[src/rtl/aes_sbox_sched_pkg.sv]
// Shared types and constants for the AES S-box scheduler: FSM states, owner
// encoding, request byte counts and the tag carried alongside each S-box issue.
package aes_sbox_sched_pkg;

  localparam int SBOX_INPUT_WIDTH = 8;
  localparam int KEY_BYTES        = 4;
  localparam int DAT_BYTES        = 16;
  localparam int IDX_W            = 4;

  typedef enum logic [1:0] {
    ST_IDLE  = 2'd0,
    ST_ISSUE = 2'd1,
    ST_DRAIN = 2'd2
  } state_t;

  typedef enum logic {
    OWN_KEY = 1'b0,
    OWN_DAT = 1'b1
  } owner_t;

  typedef struct packed {
    logic             vld;
    owner_t           owner;
    logic [IDX_W-1:0] idx;
  } tag_t;

  function automatic int issue_count(input int nbytes, input int lanes);
    return (nbytes + lanes - 1) / lanes;
  endfunction

endpackage

[src/rtl/aes_sbox_scheduler_if.sv]
// Request/response channels of the two S-box clients plus the S-box lane bus.
// master = client/S-box side, slave = scheduler side.
interface aes_sbox_scheduler_if #(
  parameter int LANES = 4
);
  import aes_sbox_sched_pkg::*;

  logic                              key_req_vld;
  logic                              key_req_rdy;
  logic [31:0]                       key_req_word;
  logic                              key_rsp_vld;
  logic [31:0]                       key_rsp_word;
  logic                              dat_req_vld;
  logic                              dat_req_rdy;
  logic [127:0]                      dat_req_state;
  logic                              dat_req_inv;
  logic                              dat_rsp_vld;
  logic [127:0]                      dat_rsp_state;
  logic                              sbox_in_vld;
  logic                              sbox_in_inv;
  logic [SBOX_INPUT_WIDTH*LANES-1:0] sbox_in_data;
  logic [SBOX_INPUT_WIDTH*LANES-1:0] sbox_out_data;

  modport master (
    output key_req_vld, key_req_word, dat_req_vld, dat_req_state, dat_req_inv,
           sbox_out_data,
    input  key_req_rdy, key_rsp_vld, key_rsp_word, dat_req_rdy, dat_rsp_vld,
           dat_rsp_state, sbox_in_vld, sbox_in_inv, sbox_in_data
  );

  modport slave (
    input  key_req_vld, key_req_word, dat_req_vld, dat_req_state, dat_req_inv,
           sbox_out_data,
    output key_req_rdy, key_rsp_vld, key_rsp_word, dat_req_rdy, dat_rsp_vld,
           dat_rsp_state, sbox_in_vld, sbox_in_inv, sbox_in_data
  );

endinterface

[src/rtl/aes_sbox_tag_pipe.sv]
// Delay line that mirrors the S-box latency so each returning lane group
// arrives together with its owner and issue index.
module aes_sbox_tag_pipe
  import aes_sbox_sched_pkg::*;
#(
  parameter int LAT = 3
) (
  input  logic clk,
  input  logic rst,
  input  tag_t i_tag,
  output tag_t o_tag
);

  tag_t [LAT:0] w_chain;

  assign w_chain[0] = i_tag;

  for (genvar gi = 0; gi < LAT; gi++) begin : g_stage
    tag_t r_tag;
    always_ff @(posedge clk or posedge rst) begin
      if (rst) r_tag <= '0;
      else     r_tag <= w_chain[gi];
    end
    assign w_chain[gi+1] = r_tag;
  end

  assign o_tag = w_chain[LAT];

endmodule

[src/rtl/aes_sbox_scheduler.sv]
// Arbitrates whole SubWord/SubBytes requests onto one shared pipelined S-box,
// issues LANES bytes per cycle and reassembles results into response registers.
module aes_sbox_scheduler
  import aes_sbox_sched_pkg::*;
#(
  parameter int LANES    = 4,
  parameter int SBOX_LAT = 3
) (
  input logic                  clk,
  input logic                  rst,
  aes_sbox_scheduler_if.slave  bus
);

  localparam int               LW       = SBOX_INPUT_WIDTH * LANES;
  localparam logic [IDX_W-1:0] KEY_LAST = IDX_W'(issue_count(KEY_BYTES, LANES) - 1);
  localparam logic [IDX_W-1:0] DAT_LAST = IDX_W'(issue_count(DAT_BYTES, LANES) - 1);

  state_t           r_state, w_state_next;
  owner_t           r_owner, w_grant;
  logic             r_inv, r_last_key;
  logic [127:0]     r_buf, r_acc, w_acc_next, r_dat_rsp;
  logic [31:0]      r_key_rsp;
  logic             r_key_rsp_vld, r_dat_rsp_vld;
  logic [IDX_W-1:0] r_idx, r_last_idx;
  tag_t             w_tag_in, w_tag_out;
  logic             w_accept, w_issue, w_final;

  // Round-robin: r_last_key clears to 0 so key wins the first contested grant.
  always_comb begin
    w_grant = OWN_KEY;
    if (bus.key_req_vld && bus.dat_req_vld) w_grant = r_last_key ? OWN_DAT : OWN_KEY;
    else if (bus.dat_req_vld)               w_grant = OWN_DAT;
  end

  assign w_accept = (r_state == ST_IDLE) && (bus.key_req_vld || bus.dat_req_vld);
  assign w_issue  = (r_state == ST_ISSUE);
  assign w_final  = w_tag_out.vld &&
                    (w_tag_out.idx == ((w_tag_out.owner == OWN_KEY) ? KEY_LAST : DAT_LAST));

  always_ff @(posedge clk or posedge rst) begin
    if (rst) r_state <= ST_IDLE;
    else     r_state <= w_state_next;
  end

  always_comb begin
    w_state_next = r_state;
    case (r_state)
      ST_IDLE:  if (w_accept) w_state_next = ST_ISSUE;
      ST_ISSUE: if (r_idx == r_last_idx) w_state_next = ST_DRAIN;
      ST_DRAIN: if (w_final) w_state_next = ST_IDLE;
      default:  w_state_next = ST_IDLE;
    endcase
  end

  always_comb begin
    bus.key_req_rdy  = 1'b0;
    bus.dat_req_rdy  = 1'b0;
    bus.sbox_in_vld  = 1'b0;
    bus.sbox_in_inv  = 1'b0;
    bus.sbox_in_data = '0;
    if (!rst) begin
      case (r_state)
        ST_IDLE: begin
          bus.key_req_rdy = 1'b1;
          bus.dat_req_rdy = 1'b1;
        end
        ST_ISSUE: begin
          bus.sbox_in_vld  = 1'b1;
          bus.sbox_in_inv  = r_inv;
          bus.sbox_in_data = r_buf[LW-1:0];
        end
        default: ;
      endcase
    end
  end

  assign w_tag_in = '{vld: w_issue, owner: r_owner, idx: r_idx};

  aes_sbox_tag_pipe #(.LAT(SBOX_LAT)) u_tag_pipe (
    .clk   (clk),
    .rst   (rst),
    .i_tag (w_tag_in),
    .o_tag (w_tag_out)
  );

  // Byte gi of the request comes back on lane gi%LANES of issue gi/LANES;
  // key requests never touch bytes above 3 even when lanes are wider.
  for (genvar gi = 0; gi < DAT_BYTES; gi++) begin : g_byte
    localparam int               LANE = gi % LANES;
    localparam logic [IDX_W-1:0] GRP  = IDX_W'(gi / LANES);
    logic w_hit;
    if (gi < KEY_BYTES) begin : g_any
      assign w_hit = w_tag_out.vld && (w_tag_out.idx == GRP);
    end else begin : g_dat
      assign w_hit = w_tag_out.vld && (w_tag_out.idx == GRP) && (w_tag_out.owner == OWN_DAT);
    end
    assign w_acc_next[8*gi +: 8] = w_hit ? bus.sbox_out_data[8*LANE +: 8] : r_acc[8*gi +: 8];
  end

  always_ff @(posedge clk or posedge rst) begin
    if (rst) begin
      r_owner       <= OWN_KEY;
      r_inv         <= 1'b0;
      r_last_key    <= 1'b0;
      r_buf         <= '0;
      r_acc         <= '0;
      r_idx         <= '0;
      r_last_idx    <= '0;
      r_key_rsp     <= '0;
      r_dat_rsp     <= '0;
      r_key_rsp_vld <= 1'b0;
      r_dat_rsp_vld <= 1'b0;
    end else begin
      r_key_rsp_vld <= 1'b0;
      r_dat_rsp_vld <= 1'b0;
      if (w_accept) begin
        r_owner    <= w_grant;
        r_last_key <= (w_grant == OWN_KEY);
        r_idx      <= '0;
        if (w_grant == OWN_KEY) begin
          r_buf      <= {96'b0, bus.key_req_word};
          r_inv      <= 1'b0;
          r_last_idx <= KEY_LAST;
        end else begin
          r_buf      <= bus.dat_req_state;
          r_inv      <= bus.dat_req_inv;
          r_last_idx <= DAT_LAST;
        end
      end else if (w_issue) begin
        r_buf <= r_buf >> LW;
        r_idx <= r_idx + 1'b1;
      end
      if (w_tag_out.vld) r_acc <= w_acc_next;
      // The last lane group is merged on the fly so the response register
      // only changes when a complete result is available.
      if (w_final) begin
        if (w_tag_out.owner == OWN_KEY) begin
          r_key_rsp     <= w_acc_next[31:0];
          r_key_rsp_vld <= 1'b1;
        end else begin
          r_dat_rsp     <= w_acc_next;
          r_dat_rsp_vld <= 1'b1;
        end
      end
    end
  end

  assign bus.key_rsp_vld   = r_key_rsp_vld;
  assign bus.key_rsp_word  = r_key_rsp;
  assign bus.dat_rsp_vld   = r_dat_rsp_vld;
  assign bus.dat_rsp_state = r_dat_rsp;

endmodule

[src/flat_wrapper.sv]
// flat-port wrapper written by rule: the top's interface ports become plain ports
module aes_sbox_scheduler_flat import aes_sbox_sched_pkg::*;
#(
  parameter int LANES    = 4,
  parameter int SBOX_LAT = 3
)
  (clk, rst, bus_key_req_vld, bus_key_req_word, bus_dat_req_vld, bus_dat_req_state, bus_dat_req_inv, bus_sbox_out_data, bus_key_req_rdy, bus_key_rsp_vld, bus_key_rsp_word, bus_dat_req_rdy, bus_dat_rsp_vld, bus_dat_rsp_state, bus_sbox_in_vld, bus_sbox_in_inv, bus_sbox_in_data);
  aes_sbox_scheduler_if #(.LANES(LANES)) bus_i ();
  input logic clk;
  input logic rst;
  input wire logic [$bits(bus_i.key_req_vld)-1:0] bus_key_req_vld;
  input wire logic [$bits(bus_i.key_req_word)-1:0] bus_key_req_word;
  input wire logic [$bits(bus_i.dat_req_vld)-1:0] bus_dat_req_vld;
  input wire logic [$bits(bus_i.dat_req_state)-1:0] bus_dat_req_state;
  input wire logic [$bits(bus_i.dat_req_inv)-1:0] bus_dat_req_inv;
  input wire logic [$bits(bus_i.sbox_out_data)-1:0] bus_sbox_out_data;
  output wire logic [$bits(bus_i.key_req_rdy)-1:0] bus_key_req_rdy;
  output wire logic [$bits(bus_i.key_rsp_vld)-1:0] bus_key_rsp_vld;
  output wire logic [$bits(bus_i.key_rsp_word)-1:0] bus_key_rsp_word;
  output wire logic [$bits(bus_i.dat_req_rdy)-1:0] bus_dat_req_rdy;
  output wire logic [$bits(bus_i.dat_rsp_vld)-1:0] bus_dat_rsp_vld;
  output wire logic [$bits(bus_i.dat_rsp_state)-1:0] bus_dat_rsp_state;
  output wire logic [$bits(bus_i.sbox_in_vld)-1:0] bus_sbox_in_vld;
  output wire logic [$bits(bus_i.sbox_in_inv)-1:0] bus_sbox_in_inv;
  output wire logic [$bits(bus_i.sbox_in_data)-1:0] bus_sbox_in_data;
  assign bus_i.key_req_vld = bus_key_req_vld;
  assign bus_i.key_req_word = bus_key_req_word;
  assign bus_i.dat_req_vld = bus_dat_req_vld;
  assign bus_i.dat_req_state = bus_dat_req_state;
  assign bus_i.dat_req_inv = bus_dat_req_inv;
  assign bus_i.sbox_out_data = bus_sbox_out_data;
  assign bus_key_req_rdy = bus_i.key_req_rdy;
  assign bus_key_rsp_vld = bus_i.key_rsp_vld;
  assign bus_key_rsp_word = bus_i.key_rsp_word;
  assign bus_dat_req_rdy = bus_i.dat_req_rdy;
  assign bus_dat_rsp_vld = bus_i.dat_rsp_vld;
  assign bus_dat_rsp_state = bus_i.dat_rsp_state;
  assign bus_sbox_in_vld = bus_i.sbox_in_vld;
  assign bus_sbox_in_inv = bus_i.sbox_in_inv;
  assign bus_sbox_in_data = bus_i.sbox_in_data;
  aes_sbox_scheduler #(.LANES(LANES), .SBOX_LAT(SBOX_LAT)) u_core (.clk(clk), .rst(rst), .bus(bus_i));
endmodule
[config.mk]
export PLATFORM = sky130hd
export DESIGN_NAME = aes_sbox_scheduler_flat
export DESIGN_NICKNAME = d
export VERILOG_FILES = /design/src/rtl/aes_sbox_sched_pkg.sv /design/src/rtl/aes_sbox_scheduler_if.sv /design/src/rtl/aes_sbox_tag_pipe.sv /design/src/rtl/aes_sbox_scheduler.sv /design/src/flat_wrapper.sv
export SDC_FILE = /design/constraint.sdc
export NUM_CORES = 1
export LEC_CHECK = 0
export ABC_CLOCK_PERIOD_IN_PS = 22400
export CAP_MARGIN = 20
export CORE_AREA = 2 2 198 180
export DETAILED_ROUTE_END_ITERATION = 8
export DIE_AREA = 0 0 200 182
export PLACE_DENSITY = 0.91
export SETUP_SLACK_MARGIN = 0.02
export SLEW_MARGIN = 20
export SYNTH_ARGS = -nofsm -noshare
export SYNTH_HDL_FRONTEND = slang
export SYNTH_SLANG_ARGS = --single-unit
[constraint.sdc]
create_clock -name clk -period 22.4 [get_ports clk]
set_clock_uncertainty 0.1 [all_clocks]
set_input_delay 4.48 -clock clk [delete_from_list [all_inputs] [get_ports clk]]
set_output_delay 4.48 -clock clk [all_outputs]
set_load 0.1 [all_outputs]
; Word-level counts from Yosys, hierarchy flattened
; Index checks and enable logic that the tools add are counted.
[op_classes]
mux = 43
n_bitwise = 2
add_sub_neg = 1
n_reduce_logical = 17
n_eq_ne = 10
[ops]
columns = op, count
row1 = two-way mux 128 bit, 3
row2 = two-way mux 8 bit, 16
row3 = two-way mux 32 bit, 2
row4 = two-way mux 1 bit, 14
row5 = logical AND 1 bit, 10
row6 = two-way mux 2 bit, 5
row7 = "equality test 4 x 2 -> 1 bit, second input constant", 2
row8 = equality test 4 bit, 2
row9 = two-way mux 4 bit, 2
row10 = one-hot mux 2 bit (3 select lines), 1
row11 = "adder 4 x 1 -> 4 bit, second input constant", 1
row12 = "equality test 4 x 1 -> 1 bit, second input constant", 1
row13 = logical NOT 4 bit, 1
row14 = "inequality test 2 x 1 -> 1 bit, second input constant", 2
row15 = AND reduction 2 bit, 2
row16 = AND reduction 3 bit, 1
row17 = "equality test 2 x 1 -> 1 bit, second input constant", 1
row18 = "equality test 2 bit, second input constant", 1
row19 = logical NOT 2 bit, 1
row20 = "inequality test 2 bit, second input constant", 1
row21 = NOT 1 bit, 2
row22 = nonzero test 2 bit, 1
row23 = logical OR 1 bit, 1
[word_totals]
regBits = 449
word_cells = 94
output_inout_bits = 198

; Longest topological paths before layout
; Gate-level depths: netlist of run 1.
[logic_depth]
depth_word = 5
mapped_depth = 6

; Hierarchy
; A second synthesis of run 1 with hierarchy kept.
[hier_totals]
hier_cells = 1324
area_unflattened_um2 = 16965.0
[modules_own_cells]
columns = module, instances, area_each_um2, cells_per_inst
row1 = aes_sbox_scheduler, 1, 16510.8, 1305
row2 = aes_sbox_tag_pipe, 1, 454.2, 19

; Least setup slack after synthesis of run 1
; Ideal clock, no wire load.
[synth_path]
kind = input port to output port
startpoint = in rst
endpoint = out bus_sbox_in_inv
arrival_time_ns = 14.854
slack_ns = 2.966
cell_stages = 3
path_cell_list = clkbuf_1 inv_1 and3_1
[synth_via]
elab_chain_cells = 1
[synth_rtl]
columns = element, line_no
row1 = start: declaration, flat_wrapper.sv:10  ; input logic rst;
row2 = two-way mux 1 bit, aes_sbox_scheduler.sv:61  ; if (!rst) begin
row3 = end: declaration, flat_wrapper.sv:24  ; output wire logic [$bits(bus_i.sbox_in_inv)-1:0] bus_sbox_in_inv;
; No other way between the ends.

; Worst setup path in the final report of run 1
; Same ends and word-level chain as after synthesis.

==> key figures, run 1 <==
Job
  • Max Cap Violations: 0

Final layout
  • Fill cells: 2352
  • Final nets: 1885
  • Most frequent cells in the layout: dfrtp_1, clkdlybuf4s50_1, mux2_2, nand4_1, inv_1
  • Util after Layout: 0.6513
  • Most common cell after layout, fill and taps aside: dfrtp_1
  • Fin cells: 2183
  • Synth-to-Final Area Change: 32.43%
  • Fraction of layout cells with a size suffix above 1: 0.1687
  • Finished Cell Area: 0.02251 mm²

Critical path
  • Critical Path Fanout Max: 144
  • CP cell instances: buf_2, inv_8, and3_1, clkdlybuf4s50_1
  • Critical path endpoint category: output pin
  • Startpoint Class: primary input
  • Slowest stage delay, CP: 1.13 ns
  • Worst R2R Start: u_core.u_tag_pipe.o_tag[4]
  • Slowest-stage cell, CP: clkdlybuf4s50_1
  • Critical path class: primary input to output pin
  • Crit path DAT: 6.98 ns
  • CP required: 17.82 ns
  • Worst setup path start: rst

Timing
  • Setup violations, final: 0
  • Slew margin rel.: 0.2032
  • RSZ-0062 raised after global routing: false
  • Tcrit/Tclk final: 0.5162
  • Slew @ Worst Pin: 1.192 ns
  • Fin crit period: 11.56 ns
  • Max frequency: 86.48 MHz
  • Final Hold Viols: 0
  • Final Max Slew Viols: 0
  • TNS Setup: 0 ns

Clock tree
  • TritonCTS buffer count: 42
  • # clock sinks: 413
  • Clk buf depth: 3
  • CTS Root Cell: clkbuf_16
  • Clk slew on worst S/H paths: 0.07 ns
  • H-tree depth: 2
  • CTS tree: yes
  • Clock Latency Late Sink: 0.54 ns
  • Postcts setup bufs: 0
  • Cts hold-fix bufs: 0
  • Post-CTS sizing: 0

Global route
  • First-pass GRT wire length: 75.08 mm
  • Global route overflow: 0
  • GRT Overall Usage: 0.2655
  • Vias in the first global route: 13158
  • Largest net degree at the start of global routing: 196
  • Initial antenna violation count: 1

Drt
  • Via count: 13258
  • DRT antenna net count: 0
  • Pre-antenna DRT Iters: 5
  • Violation count after the first detailed-route iteration: 1168
  • Final wirelength: 49.23 mm
  • Drt wl/cell: 22.55 µm
  • Drt drc: 0
  • DR vias/cell: 6.073

Min path
  • Hold Crit Class: flop to flop
  • Hold Crit Start: u_core.u_tag_pipe.g_stage[1].r_tag[2]

Logic synthesis
  • Synth unique cells: 41
  • Post-Synth Adder-Cell Area: 0.0007361
  • Main combinational cell family by area after synthesis: compound AO/OA/AOI/OAI gates
  • Top cell type's share of synthesized area: 0.6080
  • Sequential share of the synthesized area: 0.6080
  • Ys async rst share: 1.000
  • Synthesized area: 0.01700 mm²
  • Ys flop type: dfrtp_1
  • Number of synthesized register bits: 413
  • Syn avg cell area: 12.40 µm²
  • Post-synthesis mux area share: 0.1264
  • YS warnings: 0
  • Synth Area in Compound Gates: 0.1337
  • Post-synth EDFFs: 0
  • Largest area contributor in the netlist: dfrtp_1
  • Mapped Nets: 1569
  • Post-Synth Simple-Gate Area: 0.07324
  • Synth area leaders: dfrtp_1, mux2_2, nand4_1, a2bb2oi_1, o22ai_1
  • XOR/XNOR Fraction of Synth Area: 0
  • Synth Instances: 1371

Place
  • PortBufs: 394
  • Post-Place Cells: 2111
  • DP Wirelength: 30.95 mm
  • Dpl cell area: 0.02112 mm²
  • RD Place Congestion: 0.8444

Floorplan
  • # IOs: 395
  • Placement Rows: 65
  • Die height: 182 µm
  • Die area: 0.03640 mm²
  • Core ar.: 0.03456 mm²
  • Initial Util: 0.4918
  • Die W: 200 µm

Outcome
  • Status: complete, no violations
## registers in the layout (all words and copies together) (netlist names), 2 cells and up
| register | flops |
|---|---|
| u_core.r_state | 2 |
| u_core.r_idx | 4 |
| u_core.u_tag_pipe.g_stage.r_tag | 12 |
| u_core.u_tag_pipe.o_tag | 6 |
| u_core.r_acc | 96 |
| u_core.bus.key_rsp_word | 32 |
| u_core.r_buf | 128 |
| u_core.bus.dat_rsp_state | 128 |
## metrics by stage
step | setup WS, ns | hold slack, ns
final | 10.84 | 0.2382
after detailed placement | 10.69 | 0.2347
after CTS | 10.69 | 0.2404
after floorplan | 2.966 | 0.2312
after global placement | 10.74 | 0.2323
after global routing | 10.57 | 0.2526
## critical path, delay by kind of cell
| kind | cells | cell delay [ns] |
|---|---|---|
| buffers and inverters | 3 | 2.19 |
| AND/OR/NAND/NOR | 1 | 0.28 |
## area by class of cell
| class | count | area [µm²] | area share |
|---|---|---|---|
| multi-input combinational | 721 | 5754 | 0.2556 |
| sequential | 413 | 10340 | 0.4592 |
| clock buffer | 56 | 1195 | 0.05308 |
| antenna | 1 | 2.502 | 0.0001112 |
| tap | 469 | 586.8 | 0.02607 |
| timing repair buffer | 410 | 4086 | 0.1815 |
| inverter | 99 | 379.1 | 0.01684 |
| clock inverter | 14 | 170.2 | 0.007559 |
## path summary, 6_finish.rpt
kind | endpoint | slack [ns] | depth (start not counted)
hold / removal | u_core.u_tag_pipe.o_tag[2] | 0.24 | 0
setup / recovery | bus_sbox_in_inv | 10.84 | 4
max in group asynchronous | u_core.bus.dat_rsp_state[41] | 16.19 | 3
hold reg to reg | u_core.u_tag_pipe.o_tag[2] | 0.24 | 0
min in group asynchronous | u_core.r_buf[35] | 4.37 | 2
setup reg to reg | u_core.bus.dat_rsp_state[39] | 18.67 | 5
## logic make-up (layout without fill, tap and decap cells)
| kind of cell | after synthesis | in the layout |
|---|---|---|
| other cells | 0 | 1 |
| simple gates | 219 | 219 |
| buf+inv | 237 | 579 |
| flops | 413 | 413 |
| compound gates | 310 | 310 |
| mux | 191 | 191 |
| fa+ha+maj | 1 | 1 |
## synthesized netlist by cell type (32+ instances only)
cell type and number:
dfrtp_1 413, mux2_2 188, nand4_1 129, inv_1 99, clkbuf_1 85, o21ai_0 69, a2bb2oi_1 64, o22ai_1 64
nand2_1 35, a22o_1 34, buf_2 34, nor3_1 33, a32oi_1 32, o221ai_1 32
## layer usage
metal,share of wire,global-route usage
met1,0.38,0.3387
met3,0.10,0.06724
met4,0.030,0.08652
met2,0.49,0.4435
met5,0,0
Power of run 1 is not shown: default switching activity piles up to over one toggle a cycle in this logic, so the estimate is an artifact.
==> run 2: changes to the inputs <==
Settings changed: ABC_CLOCK_PERIOD_IN_PS 22400 to 11100.
Clock period 22.4 ns to 11.1 ns, I/O delays scaled along.
==> key figures, run 2 (same netlist as run 1, synthesis figures left out) <==
Outcome
  • Status: complete, no violations

Clock tree
  • Cts hold-fix bufs: 0 (unchanged)
  • CTS tree: yes
  • Clk buf depth: 3 (unchanged)
  • H-tree depth: 2 (unchanged)
  • Postcts setup bufs: 0 (unchanged)
  • CTS Root Cell: clkbuf_16
  • Clock Latency Late Sink: 0.54 ns (about the same)
  • # clock sinks: 413 (unchanged)
  • TritonCTS buffer count: 42 (unchanged)
  • Clk slew on worst S/H paths: 0.06 ns (about the same)
  • Post-CTS sizing: 0 (unchanged)

Timing
  • Final Max Slew Viols: 0 (unchanged)
  • Tcrit/Tclk final: 0.6081
  • Slew margin rel.: 0.2482 (+0.04505)
  • Slew @ Worst Pin: 1.124 ns (-0.06736 ns)
  • RSZ-0062 raised after global routing: false
  • Final Hold Viols: 0 (unchanged)
  • Max frequency: 148.2 MHz
  • Setup violations, final: 0 (unchanged)
  • Fin crit period: 6.750 ns

Drt
  • Pre-antenna DRT Iters: 5 (unchanged)
  • DRT antenna net count: 0 (unchanged)
  • DR vias/cell: 6.093 (+0.33%)
  • Violation count after the first detailed-route iteration: 1017 (-13%)
  • Drt drc: 0 (unchanged)
  • Drt wl/cell: 22.32 µm (-1.0%)
  • Via count: 13350 (+0.69%)
  • Final wirelength: 48.90 mm (-0.67%)

Min path
  • Worst hold path depth: 0 (unchanged)
  • Hold Crit Class: flop to flop

Floorplan
  • Initial Util: 0.4918 (unchanged)
  • Core ar.: 0.03456 mm² (unchanged)
  • Die W: 200 µm (unchanged)
  • Placement Rows: 65 (unchanged)
  • # IOs: 395 (unchanged)
  • Die height: 182 µm (unchanged)
  • Die area: 0.03640 mm² (unchanged)

Global route
  • Global route overflow: 0 (unchanged)
  • First-pass GRT wire length: 75.46 mm (+0.51%)
  • Largest net degree at the start of global routing: 201 (+2.6%)
  • Initial antenna violation count: 0 (-1)
  • GRT Overall Usage: 0.2651 (-0.0003879)
  • Vias in the first global route: 13240 (+0.62%)

Final layout
  • Fill cells: 2427 (+3.2%)
  • Antenna diode count: 0 (-1)
  • Final nets: 1889 (+0.21%)
  • Fraction of layout cells with a size suffix above 1: 0.1731 (+0.004345)
  • Most frequent cells in the layout: dfrtp_1, clkdlybuf4s50_1, mux2_2, nand4_1, inv_1
  • Synth-to-Final Area Change: 33.04%
  • Util after Layout: 0.6543 (+0.003005)
  • Most common cell after layout, fill and taps aside: dfrtp_1

Critical path
  • Startpoint Class: primary input
  • Critical path class: primary input to output pin
  • Slowest-stage cell, CP: clkdlybuf4s50_1
  • Critical Path Fanout Max: 35 (-76%)
  • Most common cell on crit path: clkdlybuf4s50_1
  • CP required: 8.78 ns (-9.04 ns)
  • Critical Path End: bus_sbox_in_inv
  • Worst setup path start: rst
  • Crit path DAT: 4.43 ns (-2.55 ns)
  • Reg2reg path depth: 5 (unchanged)
  • Worst path bufs/invs: 4 (+1)
  • Reg-to-Reg End: u_core.bus.dat_rsp_state[103]
  • Critical path endpoint category: output pin
  • Slowest stage delay, CP: 0.96 ns (-0.17 ns)
  • CP cell instances: clkdlybuf4s50_1, buf_4, clkinvlp_4, and3_1, clkdlybuf4s50_1
  • Critical path depth: 5 (+1)
  • Worst R2R Start: u_core.u_tag_pipe.o_tag[3]
  • R2r setup slk: 7.50 ns (-11.17 ns)
  • Top Family by Delay on Critical Path: buffers and inverters

Job
  • Max Cap Violations: 0 (unchanged)

Place
  • RD Place Congestion: 0.8525 (+0.96%)
  • PortBufs: 394 (unchanged)
  • DP Wirelength: 30.80 mm (-0.48%)
==> run 2: changes by cell type in the layout (fill, tap and decap cells not counted) <==
cell             delta
clkinv_4            +1
diode_2             -1
buf_2               -1
clkbuf_1            -1
inv_8               -2
clkinv_2            +6
bufinv_16           +2
clkbuf_8            +1
buf_4               +4
clkdlybuf4s50_1     +1
clkinvlp_4          -2
==> run 2: worst reg2reg max path, cell delays in order (launching register included) <==
cell,delay [ns]
dfrtp_1,0.43
nor4bb_4,0.29
buf_4,0.64
and3_4,0.85
buf_4,0.70
mux2_2,0.48
==> run 2: layout make-up <==
cell class	count	area, µm²	area share
clock buffer	56	1205	0.05328
clock inverter	19	235.2	0.01040
inverter	99	375.4	0.01660
multi-input combinational	721	5754	0.2544
sequential	413	10340	0.4571
tap	469	586.8	0.02595
timing repair buffer	414	4121	0.1822
==> run 2: worst min-delay path by stage <==
| stage | from | endpoint | slack (ns) |
|---|---|---|---|
| 3_5_place_dp | u_core.u_tag_pipe.g_stage[0].r_tag[2] | u_core.u_tag_pipe.g_stage[1].r_tag[2] | 0.24 |
| 4_1_cts | u_core.u_tag_pipe.g_stage[0].r_tag[3] | u_core.u_tag_pipe.g_stage[1].r_tag[3] | 0.25 |
| 6_report | u_core.u_tag_pipe.g_stage[0].r_tag[2] | u_core.u_tag_pipe.g_stage[1].r_tag[2] | 0.25 |
| 5_1_grt | u_core.u_tag_pipe.g_stage[0].r_tag[3] | u_core.u_tag_pipe.g_stage[1].r_tag[3] | 0.25 |
| 2_1_floorplan | u_core.u_tag_pipe.g_stage[0].r_tag[0] | u_core.u_tag_pipe.g_stage[1].r_tag[0] | 0.23 |
| 3_3_place_gp | u_core.u_tag_pipe.g_stage[1].r_tag[5] | u_core.u_tag_pipe.o_tag[5] | 0.23 |
==> run 2: stage by stage <==
| stage | cells | setup TNS (ns) | worst slack, ns | cell area [µm²] | hold slack, ns |
|---|---|---|---|---|---|
| after floorplan | 1371 | -1.082 | -1.082 | 17000 | 0.2312 |
| after global placement | 2115 | 0 | 4.393 | 21150 | 0.2336 |
| after detailed placement | 2115 | 0 | 4.374 | 21150 | 0.2363 |
| after CTS | 2190 | 0 | 4.338 | 22590 | 0.2454 |
| after global routing | 2191 | 0 | 4.278 | 22620 | 0.2530 |
| final | 2191 | 0 | 4.350 | 22620 | 0.2457 |
==> run 2: layer usage <==
| layer | vias up | GRT usage | wire length, µm |
|---|---|---|---|
| li1 | 5737 | - | - |
| met2 | 794 | 0.4426 | 24030 |
| met3 | 94 | 0.06018 | 4739 |
| met1 | 6725 | 0.3399 | 18660 |
| met5 | - | 0 | 0 |
| met4 | 0 | 0.09333 | 1471 |
Power of run 2 is left out for the same reason.
==> run 3: changes to the inputs <==
Settings changed: ABC_CLOCK_PERIOD_IN_PS 11100 to 6800.
Clock period 11.1 ns to 6.8 ns, I/O delays scaled along.
==> key figures, run 3 (same netlist as run 1, synthesis figures left out) <==
Place
  • RD Place Congestion: 0.8809 (+3.3%)
  • DP Wirelength: 31.02 mm (+0.70%)
  • PortBufs: 394 (unchanged)
  • Dpl cell area: 0.02115 mm² (unchanged)

Min path
  • Worst hold path depth: 0 (unchanged)
  • Hold Crit Class: flop to flop

Drt
  • Drt drc: 0 (unchanged)
  • WL met2: 24.17 mm (+0.58%)
  • DR top layer: met5
  • DRT met1 WL: 19.04 mm (+2.0%)
  • Drt wl/cell: 22.96 µm (+2.9%)
  • DR vias/cell: 6.193 (+1.6%)
  • DRT antenna net count: 0 (unchanged)
  • Violation count after the first detailed-route iteration: 1140 (+12%)
  • Via count: 13551 (+1.5%)
  • Pre-antenna DRT Iters: 5 (unchanged)
  • Final wirelength: 50.25 mm (+2.8%)
  • Routed length on met3: 5.408 mm (+14%)

Final layout
  • Final nets: 1887 (-0.11%)
  • Synth-to-Final Area Change: 32.76%
  • Fill cells: 2351 (-3.1%)
  • Most frequent cells in the layout: dfrtp_1, clkdlybuf4s50_1, mux2_2, nand4_1, inv_1
  • Finished Cell Area: 0.02257 mm² (-0.21%)
  • Most common cell after layout, fill and taps aside: dfrtp_1
  • Antenna diode count: 0 (unchanged)
  • Fraction of layout cells with a size suffix above 1: 0.1704 (-0.002607)

Timing
  • Fin crit period: 4.831 ns
  • Max frequency: 207.0 MHz
  • Slew @ Worst Pin: 1.129 ns (+0.005199 ns)
  • Slew margin rel.: 0.2447 (-0.003477)
  • Final Hold Viols: 0 (unchanged)
  • Setup violations, final: 0 (unchanged)
  • RSZ-0062 raised after global routing: false
  • Tcrit/Tclk final: 0.7105
  • Final Max Slew Viols: 0 (unchanged)

Floorplan
  • Initial Util: 0.4918 (unchanged)
  • Die height: 182 µm (unchanged)
  • # IOs: 395 (unchanged)
  • Core ar.: 0.03456 mm² (unchanged)
  • Placement Rows: 65 (unchanged)
  • Die W: 200 µm (unchanged)
  • Die area: 0.03640 mm² (unchanged)

Critical path
  • Critical path class: flop to output pin
  • Critical Path Fanout Max: 56 (+60%)
  • Critical path endpoint category: output pin
  • Reg2reg path depth: 5 (unchanged)
  • Startpoint Class: flop
  • Crit path DAT: 3.37 ns (-1.06 ns)
  • R2r setup slk: 3.18 ns (-4.32 ns)
  • CP required: 5.34 ns (-3.44 ns)

Clock tree
  • # clock sinks: 413 (unchanged)
  • Cts hold-fix bufs: 0 (unchanged)
  • Post-CTS sizing: 0 (unchanged)
  • CTS Root Cell: clkbuf_16
  • CTS tree: yes
  • Clock Latency Late Sink: 0.54 ns (about the same)
  • H-tree depth: 2 (unchanged)
  • Clk buf depth: 3 (unchanged)
  • Postcts setup bufs: 0 (unchanged)
  • Clk slew on worst S/H paths: 0.06 ns (about the same)
  • TritonCTS buffer count: 42 (unchanged)

Global route
  • Vias in the first global route: 13694 (+3.4%)
  • Global route overflow: 0 (unchanged)
  • GRT Overall Usage: 0.2727 (+0.007597)
  • Largest net degree at the start of global routing: 196 (-2.5%)
  • Initial antenna violation count: 1 (+1)
  • First-pass GRT wire length: 77.76 mm (+3.0%)

Job
  • Max Cap Violations: 0 (unchanged)

Outcome
  • Status: complete, no violations
==> run 3: metrics by stage <==
stage	TNS [ns]	std cells	worst slack, ns	utilization	hold WS, ns
6_report	0	2188	1.969	0.6529	0.2470
4_1_cts	0	2187	2.012	0.6521	0.2488
2_1_floorplan	-168.67	1371	-3.436	-	0.2312
3_5_place_dp	0	2113	2.069	0.6118	0.2347
5_1_grt	0	2188	1.838	0.6529	0.2517
3_3_place_gp	0	2113	2.125	0.6118	0.2326
==> run 3: final timing paths <==
path                                                            start                             to
worst min register to register  u_core.u_tag_pipe.g_stage[1].r_tag[5]     u_core.u_tag_pipe.o_tag[5]
worst min-delay path            u_core.u_tag_pipe.g_stage[1].r_tag[5]     u_core.u_tag_pipe.o_tag[5]
worst max register to register             u_core.u_tag_pipe.o_tag[4]   u_core.bus.dat_rsp_state[58]
min in group asynchronous                                         rst   u_core.bus.dat_rsp_state[63]
worst max-delay path                                u_core.r_state[1]           bus_sbox_in_data[17]
max in group asynchronous                                         rst  u_core.bus.dat_rsp_state[105]
==> run 3: area by class of cell <==
type	count	area [µm²]	area share
multi-input combinational	721	5762	0.2553
inverter	99	375.4	0.01663
clock buffer	62	1247	0.05528
tap	469	586.8	0.02600
clock inverter	12	145.1	0.006431
sequential	413	10340	0.4581
timing repair buffer	412	4114	0.1823
==> run 3: per-layer routing <==
layer,vias to the layer above,track usage
li1,5725,-
met1,6779,0.3563
met2,922,0.4429
met3,123,0.06705
met4,2,0.09837
met5,-,0
==> run 3: worst max-delay path: stages (launching register included) <==
cell and delay [ns]:
dfrtp_1 0.44, nand2b_4 0.47, buf_4 0.44, nor3_1 0.27, clkdlybuf4s50_1 1.18
Power of run 3 is left out for the same reason.
